**src/rtl/demux_ctrl_pkg.sv**
```systemverilog
// Shared types and constants for the 1:2 packet demux controller.
package demux_ctrl_pkg;

  // Packet FSM: idle between packets, or locked to one output channel.
  typedef enum logic [1:0] {
    IDLE   = 2'd0,
    LOCK_0 = 2'd1,
    LOCK_1 = 2'd2
  } state_t;

  localparam logic DEST_0   = 1'b0;
  localparam logic DEST_1   = 1'b1;

  localparam logic MODE_TAG = 1'b0;
  localparam logic MODE_RR  = 1'b1;

  // Lock state that pins a packet to channel t.
  function automatic state_t lock_state(logic t);
    return (t == DEST_1) ? LOCK_1 : LOCK_0;
  endfunction

endpackage

```
**src/rtl/demux_out_stage.sv**
```systemverilog
// One-entry valid/ready output register. A load always wins over a drain, so a
// drain and a load in the same cycle keep valid high with the new beat.
module demux_out_stage #(
  parameter int unsigned DATA_WIDTH = 8
) (
  input  logic                  clk_i,
  input  logic                  rst_i,
  input  logic                  load_i,
  input  logic [DATA_WIDTH-1:0] data_i,
  input  logic                  ready_i,
  output logic                  valid_o,
  output logic [DATA_WIDTH-1:0] data_o
);

  logic                  valid_q, valid_d;
  logic [DATA_WIDTH-1:0] data_q, data_d;

  // Next-state: load takes priority; otherwise clear once the consumer takes the beat.
  always_comb begin
    valid_d = valid_q;
    data_d  = data_q;
    if (load_i) begin
      valid_d = 1'b1;
      data_d  = data_i;
    end else if (valid_q && ready_i) begin
      valid_d = 1'b0;
    end
  end

  // Holding register with synchronous reset that discards any pending beat.
  always_ff @(posedge clk_i) begin
    if (rst_i) begin
      valid_q <= 1'b0;
      data_q  <= '0;
    end else begin
      valid_q <= valid_d;
      data_q  <= data_d;
    end
  end

  assign valid_o = valid_q;
  assign data_o  = data_q;

endmodule

```
**src/rtl/demux_1_2_packet_scheduler.sv**
```systemverilog
// Packet-level 1:2 demux controller. Picks a destination per packet (tag or
// round-robin), locks it until the last beat and feeds two registered outputs.
module demux_1_2_packet_scheduler
  import demux_ctrl_pkg::*;
#(
  parameter int unsigned DATA_WIDTH = 8,
  parameter int unsigned CNT_WIDTH  = 8
) (
  input  logic                  Clock_In,
  input  logic                  Reset_In,
  input  logic                  Enable_In,
  input  logic                  Mode_In,
  input  logic                  Valid_In,
  input  logic [DATA_WIDTH-1:0] Data_In,
  input  logic                  Dest_In,
  input  logic                  Last_In,
  output logic                  Ready_Out,
  output logic [DATA_WIDTH-1:0] Data_0_Out,
  output logic                  Valid_0_Out,
  input  logic                  Ready_0_In,
  output logic [DATA_WIDTH-1:0] Data_1_Out,
  output logic                  Valid_1_Out,
  input  logic                  Ready_1_In,
  output logic                  Select_Out,
  output logic                  Busy_Out,
  output logic [CNT_WIDTH-1:0]  Packet_Count_0_Out,
  output logic [CNT_WIDTH-1:0]  Packet_Count_1_Out
);

  localparam logic [CNT_WIDTH-1:0] CntOne = CNT_WIDTH'(1);

  state_t               state_q, state_d;
  logic                 rr_q, rr_d;
  logic [CNT_WIDTH-1:0] cnt0_q, cnt0_d;
  logic [CNT_WIDTH-1:0] cnt1_q, cnt1_d;

  logic cand;
  logic cand_free;
  logic accept;
  logic accept_last;
  logic load0, load1;

  // Route candidate: the locked channel mid-packet, else tag or rr pointer.
  always_comb begin
    cand = DEST_0;
    unique case (state_q)
      IDLE:    cand = (Mode_In == MODE_RR) ? rr_q : Dest_In;
      LOCK_0:  cand = DEST_0;
      LOCK_1:  cand = DEST_1;
      default: cand = DEST_0;
    endcase
  end

  // Input ready only looks at the candidate stage, never at Valid_In.
  always_comb begin
    cand_free = (cand == DEST_1) ? (~Valid_1_Out | Ready_1_In)
                                 : (~Valid_0_Out | Ready_0_In);
  end

  assign Ready_Out   = Enable_In & cand_free;
  assign accept      = Valid_In & Ready_Out;
  assign accept_last = accept & Last_In;
  assign load0       = accept & (cand == DEST_0);
  assign load1       = accept & (cand == DEST_1);

  // FSM, round-robin pointer and per-channel completion counters.
  always_comb begin
    state_d = state_q;
    rr_d    = rr_q;
    cnt0_d  = cnt0_q;
    cnt1_d  = cnt1_q;
    if (accept) begin
      if (Last_In) begin
        state_d = IDLE;
      end else if (state_q == IDLE) begin
        state_d = lock_state(cand);
      end
    end
    if (accept_last) begin
      rr_d = ~cand;
      if (cand == DEST_1) begin
        cnt1_d = cnt1_q + CntOne;
      end else begin
        cnt0_d = cnt0_q + CntOne;
      end
    end
  end

  // Control state registers with synchronous reset.
  always_ff @(posedge Clock_In) begin
    if (Reset_In) begin
      state_q <= IDLE;
      rr_q    <= DEST_0;
      cnt0_q  <= '0;
      cnt1_q  <= '0;
    end else begin
      state_q <= state_d;
      rr_q    <= rr_d;
      cnt0_q  <= cnt0_d;
      cnt1_q  <= cnt1_d;
    end
  end

  demux_out_stage #(
    .DATA_WIDTH(DATA_WIDTH)
  ) u_stage_0 (
    .clk_i  (Clock_In),
    .rst_i  (Reset_In),
    .load_i (load0),
    .data_i (Data_In),
    .ready_i(Ready_0_In),
    .valid_o(Valid_0_Out),
    .data_o (Data_0_Out)
  );

  demux_out_stage #(
    .DATA_WIDTH(DATA_WIDTH)
  ) u_stage_1 (
    .clk_i  (Clock_In),
    .rst_i  (Reset_In),
    .load_i (load1),
    .data_i (Data_In),
    .ready_i(Ready_1_In),
    .valid_o(Valid_1_Out),
    .data_o (Data_1_Out)
  );

  assign Select_Out         = cand;
  assign Busy_Out           = (state_q != IDLE);
  assign Packet_Count_0_Out = cnt0_q;
  assign Packet_Count_1_Out = cnt1_q;

endmodule

```
**config.mk**
```make
export PLATFORM = sky130hd
export DESIGN_NAME = demux_1_2_packet_scheduler
export DESIGN_NICKNAME = d
export VERILOG_FILES = /design/src/rtl/demux_ctrl_pkg.sv /design/src/rtl/demux_out_stage.sv /design/src/rtl/demux_1_2_packet_scheduler.sv
export SDC_FILE = /design/constraint.sdc
export NUM_CORES = 1
export LEC_CHECK = 0
export ABC_AREA = 0
export CORE_ASPECT_RATIO = 1.75
export CORE_MARGIN = 8
export CORE_UTILIZATION = 49
export DETAILED_ROUTE_END_ITERATION = 10
export GPL_TIMING_DRIVEN = 0
export PLACE_DENSITY = 0.92
export SLEW_MARGIN = 10
export SYNTH_ARGS = -nofsm -noshare
export SYNTH_HDL_FRONTEND = slang
export SYNTH_SLANG_ARGS = --single-unit
```
**constraint.sdc**
```tcl
create_clock -name Clock_In -period 3.25 [get_ports Clock_In]
set_clock_uncertainty 0.05 [all_clocks]
set_input_delay 0.65 -clock Clock_In [delete_from_list [all_inputs] [get_ports Clock_In]]
set_output_delay 0.65 -clock Clock_In [all_outputs]
set_load 0.05 [all_outputs]
```
======== After elaboration in Yosys (flattened, before gate mapping) ========
Index checks and enable logic that the tools add are counted.
word-level totals
  register bits ........................... 37
  bits in latches ......................... 0
  bits in writable memories ............... 0
  ROM bits ................................ 0
  output and inout port bits .............. 37
  word-level logic and storage cells ...... 41
  memories kept ........................... 0
cells by class
  add/subtract/negate cells ............... 2
  multipliers ............................. 0
  div/mod/pow operators ................... 0
  magnitude comparators ................... 0
  eq/ne operators ......................... 1
  shift-type cells ........................ 0
  mux-type cells .......................... 10
  bitwise operators ....................... 10
  reductions and logical operators ........ 10
operator list
  cell                 number
  $add 8x1->8 const B  2
  $reduce_bool 2->1    4
  $mux 1               6
  $mux 2               3
  $reduce_and 2->1     3
  $and 1x1->1          5
  $not 1->1            3
  $eq 2x2->1 const B   1
  $logic_and 1x1->1    2
  $logic_not 2->1      1
  $or 1x1->1           2
  $pmux 1 s2           1

======== Logic depth before layout (Yosys ltp) ========
  depth after elaboration ................. 7
  depth in mapped cells ................... 6

======== By module ========
A second synthesis with hierarchy kept.
unflattened totals
  cell total of the unflattened synthesis .. 181
  area, all modules ....................... 1636.6 sq um
modules (own cells, without submodules)
  module                      instances  cells each  area each (sq um)
  demux_1_2_packet_scheduler  1          121         993.5
  demux_out_stage             2          30          321.6

======== Worst setup path before layout ========
OpenSTA, ideal clock, no wires.
  kind .................................... input to output
  start ................................... in Mode_In
  end ..................................... out Ready_Out
  arrival ................................. 2342 ps
  data required time ...................... 2550 ps
  path slack .............................. 208 ps
  stages on the path ...................... 4
  path through ............................ mux2_4 -> o21ai_4 -> nand2_1 -> a21boi_0
on the way
  longest elaborated chain between the ends .. 4
RTL lines
  element      line                              RTL
  from (decl)  demux_1_2_packet_scheduler.sv:12  input logic Mode_In,
  $mux 1       demux_1_2_packet_scheduler.sv:47  IDLE: cand = (Mode_In == MODE_RR) ? rr_q : Dest_In;
  $pmux 1 s2   demux_1_2_packet_scheduler.sv:46  unique case (state_q)
  $mux 1       demux_1_2_packet_scheduler.sv:56  cand_free = (cand == DEST_1) ? (~Valid_1_Out | Ready_1_In)
  $and 1x1->1  demux_1_2_packet_scheduler.sv:60  assign Ready_Out = Enable_In & cand_free;
  to (decl)    demux_1_2_packet_scheduler.sv:17  output logic Ready_Out,
Every way passes these cells.

======== Worst setup path after layout ========
Ends and elaborated chain as after synthesis.

==> impl_metrics.ini <==
[run_status]
run_status = finished clean

[timing]
fmaxAchievable_ghz = 0.319
fin_crit_ns = 3.13
fin_setup_tns_ns = 0
period_share_pct = 96.5
worst_pin_slew_ns = 0.531
fin_worst_hold_slack_ns = 0.429
drv_slew = 0
relSlewSlack_pct = 64.5
setup_slack_ns = 0.115
rsz0062_at_grt = false
hold_violations = 0
finalSetupViolations = 0

[route]
drt-total-wl_um = 4500
wl_per_cell_um = 15.8
wl_met1_um = 1650
dr.max_layer_used = met4
drc = 0
wl_met3_um = 404
num_vias = 1615
drtIter0Drc = 45
ant_nets = 0
wl_met2_um = 2340
vias_per_cell = 5.67
first_pass_iters = 4

[cts]
cts_buffer_depth = 2
h-tree-depth = 2
cts_buffers = 5
cts_setup_buffers = 0
cts.sinks = 37
clkTransAtPathRegs_ns = 0.07
cts_tree = built
root_buffer = clkbuf_8
clk_latency_ns = 0.29

[logic_synthesis]
ys.flop_type = dfxtp_1
ys_seq_area_share_pct = 43.7
synthAdderAreaFrac_pct = 1.47
avgSynthCellArea_um2 = 9.37
synth-seq-cells = 37
postSynth.asyncResetShare_pct = 0
synth_edf_count = 0
ys_types = 36
synthSimpleGateAreaFrac_pct = 24.6
synth.net_count = 200
synth_compound_area_share_pct = 19.2
syn_area_um2 = 1700
synthXorXnorAreaFrac_pct = 0.516
syn_inst = 181
yosys_warnings = 0
synth_mux_area_share_pct = 5.60
synth_top_family_by_area = simple AND/OR/NAND/NOR gates

[floorplan]
ios = 54
initial_core_util_pct = 50.4
num_rows = 28
core-area_um2 = 3360
die_h_um = 93.8
die_area_um2 = 5680
chipWidth_um = 60.5

[grt]
grtUsageTotal_pct = 16.6
grt_pass1_wl_um = 7290
grt_max_degree = 11
grt_pass1_vias = 1691
antenna_found_initial = 0
grt_overflow = 0

[layout]
final_cell_mix = clkdlybuf4s50_1, dfxtp_1, nand2b_1, a21oi_1, o21ai_0
final_common_cell = clkdlybuf4s50_1
antenna_cells = 0
drive_above_1_share_pct = 7.92
synthToLayoutAreaGrowth_pct = 38.9
stdcell_count = 285
fill_cells = 271
nNetsFinal = 259

[placed_design]
io_buffers = 52
dp.cells = 278
routabilityCongestion = 0.840
dp_slack_ns = -0.173
hpwlAfterDp_um = 3360

[power_and_ir_drop]
power_density_nw_per_um2 = 409
p_total_mw = 0.965
ir_drop_v = 0.000445
p_leak_nw = 0.845

[job]
cap_viol_max_count = 0

[hold_path]
min_path_type = reg -> reg
hold_depth = 2

[setup_path]
startpoint_type = input port
endpoint_kind = primary output
reg2regPathDepth = 4
cp.arrival_ns = 2.43
cp_slowest_stage_delay_ns = 0.54
worstPathRequired_ns = 2.55
crit_fanout = 5
cp_slowest_cell = dlygate4sd1_1
crit_type = in -> out
path_cells = clkdlybuf4s50_1, mux2_4, o21ai_4, nand2_1, a21boi_0, dlygate4sd1_1
critical path, delay by kind of cell:
family,cells,cell delay (ns)
buffers and inverters,2,1.02
multiplexers,1,0.35
AO/OA/AOI/OAI,2,0.34
AND/OR/NAND/NOR,1,0.07
path summary, 6_finish.rpt:
check                   startpoint               endpoint  slack (ns)
min          Packet_Count_0_Out[7]  Packet_Count_0_Out[7]        0.43
min reg2reg  Packet_Count_0_Out[7]  Packet_Count_0_Out[7]        0.43
max reg2reg                   rr_q    u_stage_1.data_o[5]        1.42
max                        Mode_In              Ready_Out        0.12
final cells by class:
cell class / instances / area [um2] / area share, %
Multi-Input combinational cell: 130 / 872 / 37.0
Sequential cell: 37 / 741 / 31.4
Timing Repair Buffer: 52 / 518 / 22.0
Clock buffer: 7 / 86.3 / 3.66
Buffer: 11 / 72.6 / 3.08
Tap cell: 45 / 56.3 / 2.39
Inverter: 3 / 11.3 / 0.478
registers in the layout, indices dropped and copies added (netlist names):
signal / flops
Packet_Count_0_Out: 8
Packet_Count_1_Out: 8
rr_q: 1
state_q: 2
u_stage_0.data_o: 8
u_stage_0.valid_o: 1
u_stage_1.data_o: 8
u_stage_1.valid_o: 1
kinds of logic after synthesis:
logic type,count (synthesis)
simple gates,68
flops,37
buf+inv,14
compound gates,50
fa+ha+maj,2
xor+xnor,1
mux,9
where the power goes:
| group | internal [mW] | switching [mW] | leakage (nW) | total (mW) |
|---|---|---|---|---|
| Clock | 0.168 | 0.155 | 0.0443 | 0.324 |
| Sequential | 0.465 | 0.00867 | 0.300 | 0.474 |
| Combinational | 0.0658 | 0.102 | 0.501 | 0.168 |
per-stage QoR:
stage / instance area, um2 / utilization [%]
global route: 2360 / 70.1
finish: 2360 / 70.1
detailed placement: 2270 / 67.6
global placement: 2270 / 67.6
CTS: 2360 / 70.1
floorplan: 1700 / -
what timing repair did:
action | CTS | global route
cloned | 0 | 0
resized for setup | 2 | 2
hold buffers | 0 | 0
setup endpoints to repair | 2 | 1
layer usage:
metal  global-route usage (%)  vias to the layer above
met3                     7.27                        8
met4                     9.59                        0
met5                        0                        -
met1                     14.9                      766
met2                     29.4                       53
li1                         -                      788
synth_stat cells, drive strengths merged (2+ instances only):
master,number,area [um2]
dfxtp,37,741
nand2b,19,119
a21oi,18,90.1
o21ai,13,76.3
o31ai,11,82.6
or4,11,82.6
nand2,9,33.8
nand3b,9,67.6
mux2i,8,80.1
buf,5,37.5
clkbuf,5,22.5
nand3,5,25.0
nand4,5,31.3
inv,3,11.3
nor2,3,11.3
and2,2,12.5
ha,2,25.0
o211ai,2,20.0
or3,2,12.5
(Power assumes the default switching activity.)
